==> config.mk <==
export PLATFORM = sky130hd
export DESIGN_NAME = mod_counter_flat
export DESIGN_NICKNAME = d
export VERILOG_FILES = /design/src/rtl/mod_counter_if.sv /design/src/rtl/mod_counter.sv /design/src/flat_wrapper.sv
export SDC_FILE = /design/constraint.sdc
export NUM_CORES = 1
export LEC_CHECK = 0
export CORE_AREA = 2 2 39 41
export CTS_CLUSTER_SIZE = 20
export DETAILED_ROUTE_END_ITERATION = 8
export DIE_AREA = 0 0 41 43
export PLACE_DENSITY_LB_ADDON = 0.05
export SYNTH_ARGS = -nofsm -noshare
export SYNTH_HDL_FRONTEND = slang
export SYNTH_SLANG_ARGS = --single-unit
==> constraint.sdc <==
create_clock -name clock -period 1.78 [get_ports clock]
set_clock_uncertainty 0.1 [all_clocks]
set_input_delay 0.267 -clock clock [delete_from_list [all_inputs] [get_ports clock]]
set_output_delay 0.267 -clock clock [all_outputs]
set_load 0.005 [all_outputs]
==> src/rtl/mod_counter_if.sv <==
// Control and status bundle for mod_counter.
// The controller (master) drives the action requests and observes the counter state.
interface mod_counter_if #(
  parameter int WIDTH = 4
);

  logic             sync_clear;
  logic             load;
  logic [WIDTH-1:0] load_value;
  logic             enable;
  logic             up;

  logic [WIDTH-1:0] count;
  logic             limit;
  logic             overflow;
  logic             at_max;
  logic             at_zero;

  modport master (
    output sync_clear, load, load_value, enable, up,
    input  count, limit, overflow, at_max, at_zero
  );

  modport slave (
    input  sync_clear, load, load_value, enable, up,
    output count, limit, overflow, at_max, at_zero
  );

endinterface

==> src/rtl/mod_counter.sv <==
// Up/down modulo counter with terminal count MAX_VALUE.
// Boundary steps either wrap (SATURATE=0) or hold (SATURATE=1). Every boundary
// step raises a one-cycle limit pulse and sets the sticky overflow flag.
module mod_counter #(
  parameter int          WIDTH     = 4,
  parameter int unsigned MAX_VALUE = 15,
  parameter int          SATURATE  = 0
) (
  input  logic          clock,
  input  logic          clear_n,
  mod_counter_if.slave  bus
);

  localparam logic [WIDTH-1:0] MAXV = MAX_VALUE[WIDTH-1:0];
  localparam logic [WIDTH-1:0] ONE  = {{(WIDTH-1){1'b0}}, 1'b1};
  localparam bit               SAT  = (SATURATE != 0);

  // The single action taken on an edge, in priority order.
  typedef enum logic [1:0] {
    ACT_HOLD  = 2'd0,
    ACT_CLEAR = 2'd1,
    ACT_LOAD  = 2'd2,
    ACT_STEP  = 2'd3
  } action_t;

  action_t          action;
  logic [WIDTH-1:0] count_q;
  logic [WIDTH-1:0] count_d;
  logic             limit_q;
  logic             limit_d;
  logic             overflow_q;
  logic             overflow_d;
  logic             boundary;

  // Select the action for this edge: sync_clear > load > enable > hold.
  always_comb begin
    action = ACT_HOLD;
    if (bus.sync_clear) begin
      action = ACT_CLEAR;
    end else if (bus.load) begin
      action = ACT_LOAD;
    end else if (bus.enable) begin
      action = ACT_STEP;
    end
  end

  // A step is a boundary step when it would leave the range [0, MAXV].
  always_comb begin
    boundary = bus.up ? (count_q == MAXV) : (count_q == '0);
  end

  // Next-state values for count, limit and overflow.
  always_comb begin
    count_d    = count_q;
    limit_d    = 1'b0;
    overflow_d = overflow_q;
    unique case (action)
      ACT_CLEAR: begin
        count_d    = '0;
        overflow_d = 1'b0;
      end
      ACT_LOAD: begin
        count_d = (bus.load_value > MAXV) ? MAXV : bus.load_value;
      end
      ACT_STEP: begin
        if (boundary) begin
          limit_d    = 1'b1;
          overflow_d = 1'b1;
          if (!SAT) begin
            count_d = bus.up ? '0 : MAXV;
          end
        end else if (bus.up) begin
          count_d = count_q + ONE;
        end else begin
          count_d = count_q - ONE;
        end
      end
      default: begin
        count_d = count_q;
      end
    endcase
  end

  // State registers; clear_n discards everything immediately.
  always_ff @(posedge clock or negedge clear_n) begin
    if (!clear_n) begin
      count_q    <= '0;
      limit_q    <= 1'b0;
      overflow_q <= 1'b0;
    end else begin
      count_q    <= count_d;
      limit_q    <= limit_d;
      overflow_q <= overflow_d;
    end
  end

  assign bus.count    = count_q;
  assign bus.limit    = limit_q;
  assign bus.overflow = overflow_q;
  assign bus.at_max   = (count_q == MAXV);
  assign bus.at_zero  = (count_q == '0);

endmodule

==> src/flat_wrapper.sv <==
// flat-port wrapper written by rule: the top's interface ports become plain ports
module mod_counter_flat 
#(
  parameter int          WIDTH     = 4,
  parameter int unsigned MAX_VALUE = 15,
  parameter int          SATURATE  = 0
)
  (clock, clear_n, bus_sync_clear, bus_load, bus_load_value, bus_enable, bus_up, bus_count, bus_limit, bus_overflow, bus_at_max, bus_at_zero);
  mod_counter_if #(.WIDTH(WIDTH)) bus_i ();
  input  logic clock;
  input  logic clear_n;
  input wire logic [$bits(bus_i.sync_clear)-1:0] bus_sync_clear;
  input wire logic [$bits(bus_i.load)-1:0] bus_load;
  input wire logic [$bits(bus_i.load_value)-1:0] bus_load_value;
  input wire logic [$bits(bus_i.enable)-1:0] bus_enable;
  input wire logic [$bits(bus_i.up)-1:0] bus_up;
  output wire logic [$bits(bus_i.count)-1:0] bus_count;
  output wire logic [$bits(bus_i.limit)-1:0] bus_limit;
  output wire logic [$bits(bus_i.overflow)-1:0] bus_overflow;
  output wire logic [$bits(bus_i.at_max)-1:0] bus_at_max;
  output wire logic [$bits(bus_i.at_zero)-1:0] bus_at_zero;
  assign bus_i.sync_clear = bus_sync_clear;
  assign bus_i.load = bus_load;
  assign bus_i.load_value = bus_load_value;
  assign bus_i.enable = bus_enable;
  assign bus_i.up = bus_up;
  assign bus_count = bus_i.count;
  assign bus_limit = bus_i.limit;
  assign bus_overflow = bus_i.overflow;
  assign bus_at_max = bus_i.at_max;
  assign bus_at_zero = bus_i.at_zero;
  mod_counter #(.WIDTH(WIDTH), .MAX_VALUE(MAX_VALUE), .SATURATE(SATURATE)) u_core (.clock(clock), .clear_n(clear_n), .bus(bus_i));
endmodule
# After elaboration in Yosys (flattened, before gate mapping)
# Cells that the tools add are included.
# totals
regBits,6
# classes
n_mux,13
addsub,2
eq_ne,5
magnitude_cmp,1
n_reduce_logical,4
# ops
operator,n
4-bit 2-to-1 mux,4
4-bit case mux with 3 select lines,1
2-bit 2-to-1 mux,3
"4-bit by 1-bit adder with 4-bit output, second input constant",1
"2-bit == test, second input constant",2
"4-bit == test, second input constant",1
"4-bit > comparator, second input constant",1
4-bit logical NOT,1
1-bit 2-to-1 mux,4
"4-bit by 1-bit subtractor with 4-bit output, second input constant",1
3-bit nonzero test,1
"2-bit by 1-bit == test with 1-bit output, second input constant",1
"2-bit by 1-bit inequality test with 1-bit output, second input constant",1
1-bit case mux with 2 select lines,1
2-bit AND reduction,1
2-bit nonzero test,1

# Depth between registers and ports, before layout
# Gate-level depths: netlist of the first run.
# depth
ltp_word,6
mapped_depth,6
depth_no_buf,6

# Least setup slack after synthesis of the first run
# OpenSTA, ideal clock, no wires.
# synth_path
kind,flip-flop to flip-flop
from,register u_core.count_q[2] (netlist: u_core.bus.count[2])
to,register u_core.count_q[3] (netlist: u_core.bus.count[3])
stages_incl_launch_ff,6
t_arrival_ps,1228
setup_time_ps,122
period_less_slack_ps,1450
setup_slack_ps,330
cell_sequence,dfrtp_1 ha_1 a21oi_1 and3_1 o21bai_1 o2bb2ai_1
# synth_between
elab_chain_cells,4
elab_cells_between_ends,8
# synth_rtl
item,line,rtl
"start, declared",mod_counter.sv:27,logic [WIDTH-1:0] count_q;
"start signal, assigned",mod_counter.sv:91,count_q <= count_d;
4-bit by 1-bit subtractor with 4-bit output (tied with other cells),mod_counter.sv:75,count_d = count_q - ONE;
4-bit 2-to-1 mux / 1-bit 2-to-1 mux (equally long branches),"mod_counter.sv:72, mod_counter.sv:49",
4-bit 2-to-1 mux *,mod_counter.sv:66,if (boundary) begin
4-bit case mux with 3 select lines *,mod_counter.sv:57,unique case (action)
# Every way passes the cells marked *; elsewhere a longest branch is shown, timed or not.
# A chain may end at the register's enable or synchronous reset.

# Worst setup path in the final report of the first run
# layout_path
from,register u_core.count_q[0] (netlist: u_core.bus.count[0])
to,output bus_count[0]
# layout_rtl
item,line,rtl
"end, declared",flat_wrapper.sv:17,output wire logic [$bits(bus_i.count)-1:0] bus_count;
# No word-level cell between the ends.

==> results of run 1 <==
-- power by group through the flow --
stage | sequential, W | clock (W) | combinational (W)
floorplan | 0.000162 | 0 | 0.0000618
global placement | 0.000163 | 0 | 0.000147
detailed placement | 0.000161 | 0 | 0.000147
CTS | 0.000153 | 0.000128 | 0.000167
global route | 0.000155 | 0.000134 | 0.000188
finish | 0.000154 | 0.000121 | 0.000169
-- registers in the layout, indices dropped and copies added (netlist names) --
register,count
u_core.bus.count,4
u_core.bus.limit,1
u_core.bus.overflow,1
-- final timing paths --
path / from / to / slack [ps] / cells past startpoint
min: clear_n / u_core.bus.count[3] / 160 / 1
max reg2reg: u_core.bus.count[2] / u_core.bus.count[2] / 180 / 6
min in group clock: u_core.bus.overflow / u_core.bus.overflow / 430 / 2
max: u_core.bus.count[0] / bus_count[0] / 60 / 3
max in group asynchronous: clear_n / u_core.bus.count[0] / 1180 / 1
min reg2reg: u_core.bus.overflow / u_core.bus.overflow / 430 / 2
-- layout by cell type (no fill, tap or decap) --
cell             netlist  layout
o21ai_1                1       1
nor4_2                 1       1
clkbuf_4               0       3
and3_1                 1       1
o21ai_0                1       1
buf_4                  0      13
clkdlybuf4s50_1        0      15
dlymetal6s2s_1         0       1
clkdlybuf4s15_1        0       1
nor2_1                 3       3
nand2_1                1       1
o22ai_1                2       2
fa_1                   1       1
inv_1                  2       2
or3b_4                 1       1
and2_2                 1       1
dfrtp_2                0       1
nand3_1                1       1
o21bai_1               1       1
dfrtp_1                6       5
and4_4                 0       1
xnor2_1                1       1
nor3b_1                3       3
xor2_1                 2       2
ha_1                   2       2
a21oi_2                1       2
o2bb2ai_1              1       1
a21oi_1                8       7
-- worst register-to-register path, delay by kind of cell, from the launching register on --
kind,cells,cell delay [ps]
XOR/XNOR,1,160
flip-flops,1,370
buffers and inverters,2,300
AO/OA/AOI/OAI,2,210
adder cells (fa/ha/maj),1,330
-- logic make-up after synthesis --
kind of cell | synth area share (%)
AO/OA/AOI/OAI | 21.0
AND/OR/NAND/NOR | 21.3
flip-flops | 36.0
XOR/XNOR | 6.31
buffers and inverters | 4.50
adder cells (fa/ha/maj) | 10.8
-- per-stage QoR --
step	setup slack (ps)	setup TNS [ps]	power, W	hold slack (ps)	cells
floorplan	330	0	0.000223	-129	43
global placement	-101	-220	0.000310	425	82
detailed placement	-138	-261	0.000309	426	82
CTS	12.8	0	0.000448	166	90
global route	9.13	0	0.000476	171	91
finish	61.6	0	0.000443	164	91
-- layout make-up --
cell class              count  area share (%)
well taps                  16            2.76
multi-input cells          34            35.0
repair buffers             30            37.2
clock buffers               3            3.10
flip-flops and latches      6            20.9
inverters                   2            1.03
-- per-layer routing --
metal,GRT usage [%],up-vias
met5,0,-
li1,-,221
met3,7.85,0
met1,22.0,204
met2,21.6,18
met4,2.00,0
-- timing repair --
action / CTS / global route
buffers inserted: 5 / 1
setup endpoints to repair: 2 / 3
gates resized for setup: 4 / 3
gates cloned: 0 / 0
pin swaps: 0 / 1
hold buffers: 0 / 0
==> impl_metrics.tcl, run 1 <==
set metrics [dict create \
    grt_max_degree 9 \
    die_w_um 41 \
    synth_cell_type_count 23 \
    maxCapViolations 0 \
    rows 14 \
    htreeDepth 1 \
    hold_viol 0 \
    p_per_area_mw_per_mm2 611 \
    dr_wl_met2_um 529 \
    yosysMostFrequentCell "a21oi_1" \
    synth-main-ff-cell "dfrtp_1" \
    antenna_cells 0 \
    ys_warn_count 0 \
    vias 443 \
    period_share_pct 96.5 \
    ys_ff_latch 6 \
    core_mm2 0.00138 \
    cts_buffer_depth 2 \
    internal-power_w 0.000322 \
    synthTopCellsByArea "dfrtp_1, a21oi_1, ha_1" \
    crit_family "buffers and inverters" \
    root_buffer "clkbuf_4" \
    drive_above_1_share_pct 30.7 \
    switchingPower_w 0.000121 \
    final_max_slew_viol_count 0 \
    syn_area_um2 417 \
    min_period_ps 1720 \
    async_reset_ff_share_pct 100 \
    cts_sinks 6 \
    firstDrtPassIters 3 \
    die_area_mm2 0.00176 \
    avgViaCountPerCell 4.87 \
    track_usage_pct 15.5 \
    worst_slew_pin_slew_ps 268 \
    wl_met3_um 72 \
    place_area_um2 648 \
    syn-num-nets 56 \
    dp_hpwl_um 830 \
    status "complete, no violations" \
    synth_cells 43 \
    critPathKind "reg -> out" \
    drtAntennaViolNets 0 \
    post-route-cell-area_um2 726 \
    routed_wirelength_um 1080 \
    routed.top_layer "met3" \
    io_pins 18 \
    overflow 0 \
    fill_cells 131 \
    cp_slowest_stage_delay_ps 430 \
    worstPathRequired_ps 1410 \
    clkSlewWorstSetupHoldPaths_ps 40 \
    nets 90 \
    cts_tree "done" \
    fin_util_pct 52.4 \
    seq_area_frac_synth_pct 36.0 \
    numCtsBuffers 3 \
    crit_path_max_fanout 3 \
    post_drt_wl_per_cell_um 11.8 \
    antenna_found_initial 0 \
    path_cells "buf_4, buf_4, clkdlybuf4s50_1" \
    synthToLayoutAreaGrowth_pct 74.2 \
    clkPwrFrac_pct 27.2 \
    fmax_mhz 582 \
    critPathBufInv 3 \
    arrival_ps 1350 \
    rsz0062_at_grt "no" \
    ir_drop_v 0.000439 \
    initial_utilization_pct 30.1 \
    crit_top_cell "buf_4" \
    end_kind "output port" \
    synth_top_area_cell "dfrtp_1" \
    p_seq_share_pct 34.6 \
    start_kind "flop" \
    switching_share_pct 27.3 \
    multi_input_area_um2 254 \
    hold_class "in -> async" \
    seqCellArea_um2 151 \
    yosys-top-cells-count "a21oi_1, dfrtp_1, nor2_1, nor3b_1" \
    drc 0 \
    first_iter_violations 6 \
    numPortBuffers 17 \
    gp_congestion 0.637 \
    combPwrFrac_pct 38.1 \
    p_leak_nw 0.334 \
    avgSynthCellArea_um2 9.69 \
    grt_pass1_vias 400 \
    synth_edf_count 0 \
    cpMaxStageDelayCell "clkdlybuf4s50_1" \
    finalSetupViolations 0 \
    relSlewSlack_pct 82.1 \
    grt_pass1_wl_um 1790 \
    synth.top_cell.area_share_pct 36.0 \
    met1_length_um 475 \
    clk_latency_ps 240 \
    die_h_um 43 \
]
No activity file was read; power rests on OpenSTA's default activity.
==> run 2: changes to the inputs <==
--- a/config.mk
+++ b/config.mk
@@ -5,6 +5,7 @@
 export SDC_FILE = /design/constraint.sdc
 export NUM_CORES = 1
 export LEC_CHECK = 0
+export CAP_MARGIN = 20
 export CORE_AREA = 2 2 39 41
 export CTS_CLUSTER_SIZE = 20
 export DETAILED_ROUTE_END_ITERATION = 8
==> results of run 2 <==
Same layout as run 1: the final DEF is identical, and so are final timing and power.
==> patch: new RTL, flow settings as in run 2 <==
`SATURATE` is set to 0 in 2 places; all go to 1. Comments in the files are not updated.
--- a/src/rtl/mod_counter.sv
+++ b/src/rtl/mod_counter.sv
@@ -5,5 +5,5 @@
   parameter int          WIDTH     = 4,
   parameter int unsigned MAX_VALUE = 15,
-  parameter int          SATURATE  = 0
+  parameter int          SATURATE  = 1
 ) (
   input  logic          clock,
--- a/src/flat_wrapper.sv
+++ b/src/flat_wrapper.sv
@@ -4,5 +4,5 @@
   parameter int          WIDTH     = 4,
   parameter int unsigned MAX_VALUE = 15,
-  parameter int          SATURATE  = 0
+  parameter int          SATURATE  = 1
 )
   (clock, clear_n, bus_sync_clear, bus_load, bus_load_value, bus_enable, bus_up, bus_count, bus_limit, bus_overflow, bus_at_max, bus_at_zero);
Behaviour: not the same (Yosys sat finds a counterexample within 4 cycles, from zero or initial values).
==> patch against run 2 <==
- wire length rose by 21%
- sequential cell count unchanged
- synthesized area grew 16%
- clock power increased by 5%
- total power grew 6.5%
- fmax increased by 1.2%
- critical endpoint is now bus_count[3]
- combinational power is 8% higher
- core utilization rose by 7.1 points
- non-clock buffer count rose by 1
- first-iteration DRC count grew 50%
- setup slack improved by 20 ps
- final area increased by 14%
==> patch: results (changes against run 2) <==
Slew @ Worst Pin -> 270 ps (was 268 ps)
final std cells w/o fill -> 99 (was 91)
Avg Cell Area, Syn -> 9.66 µm² (was 9.69 µm²)
Leak Pwr -> 0.351 nW (was 0.334 nW)
Synth cell types -> 27 (was 23)
Multi-input gate area -> 330 µm² (was 254 µm²)
M1 GR Usage -> 24.8% (was 22.0%)
DP Cell Count -> 95 (was 82)
fill cell count -> 129 (was 131)
commonest cells in the netlist -> dfrtp_1 (6), nor2_1 (6), inv_1 (5), nand3_1 (3), xnor2_1 (3) (was a21oi_1 (8), dfrtp_1 (6), nor2_1 (3), nor3b_1 (3))
status -> finished, final reports clean (unchanged)
HPWL Detailed -> 1.07 mm (was 830 µm)
drt first pass iters -> 4 (was 3)
CP max FO -> 5 (was 3)
first-pass GRT wire length -> 2.06 mm (was 1.79 mm)
CP peak stage delay -> 510 ps (was 430 ps)
met2 usage -> 26.6% (was 21.6%)
area post-placement -> 759 µm² (was 648 µm²)
vias in the first global route -> 443 (was 400)
WL met1 -> 609 µm (was 475 µm)
Synth area leaders -> dfrtp_1 (31%), xnor2_1 (5.4%), ha_1 (5.2%) (was dfrtp_1 (36%), a21oi_1 (9.6%), ha_1 (6.0%))
Routability Congestion -> 0.765 (was 0.637)
initial drt markers -> 9 (was 6)
syn nets -> 63 (was 56)
Routed WL per cell -> 13.2 µm (was 11.8 µm)
layout cells sized above 1 -> 34.9% (was 30.7%)
crit path DAT -> 1330 ps (was 1350 ps)
register area share after synthesis -> 31.1% (was 36.0%)
largest net degree at the start of global routing -> 8 (was 9)
met3 usage -> 4.71% (was 7.85%)
vias per cell -> 5.20 (was 4.87)
-- patch: cells by family (layout without fill, tap and decap cells) --
group / count (synthesis) / after routing / share of synthesized area (%)
buf+inv: 6 / 39 / 6.22
mux: 1 / 1 / 2.07
xor+xnor: 3 / 3 / 5.44
flops: 6 / 6 / 31.1
compound gates: 8 / 8 / 14.0
simple gates: 23 / 23 / 31.9
fa+ha+maj: 3 / 3 / 9.33
-- patch: path summary, 6_finish.rpt --
kind	start	end	slack (ps)	cells after the start
max	u_core.bus.count[3]	bus_count[3]	80	2
min	clear_n	u_core.bus.overflow	160	1
max reg2reg	u_core.bus.count[1]	u_core.bus.count[0]	90	6
min reg2reg	u_core.bus.overflow	u_core.bus.overflow	420	2
max in group asynchronous	clear_n	u_core.bus.count[1]	1180	1
min in group clock	u_core.bus.overflow	u_core.bus.overflow	420	2
-- patch: timing repair --
item,CTS,global route
buffers inserted,1,0
setup endpoints to repair,3,7
hold endpoints to repair,0,0
hold buffers,0,0
pin swaps,3,2
gates resized for setup,7,5
-- patch: final cells by class --
| cell class | instances | share of cell area, % |
|---|---|---|
| sequential | 6 | 18.7 |
| multi-input combinational | 38 | 40.1 |
| tap | 16 | 2.43 |
| inverter | 5 | 2.28 |
| clock buffer | 3 | 2.73 |
| timing repair buffer | 31 | 33.8 |
-- patch: power breakdown --
| group | leakage, nW | total, mW | internal (mW) | switching, mW |
|---|---|---|---|---|
| sequential | 0.0756 | 0.163 | 0.147 | 0.0157 |
| combinational | 0.262 | 0.182 | 0.109 | 0.0726 |
| clock | 0.0138 | 0.127 | 0.0764 | 0.0511 |
-- patch: per-stage QoR --
stage,hold WS (ps),setup slack (ps)
2_1_floorplan,-129,123
3_3_place_gp,436,-269
3_5_place_dp,419,-312
4_1_cts,180,16.4
5_1_grt,180,2.26
6_report,165,81.9
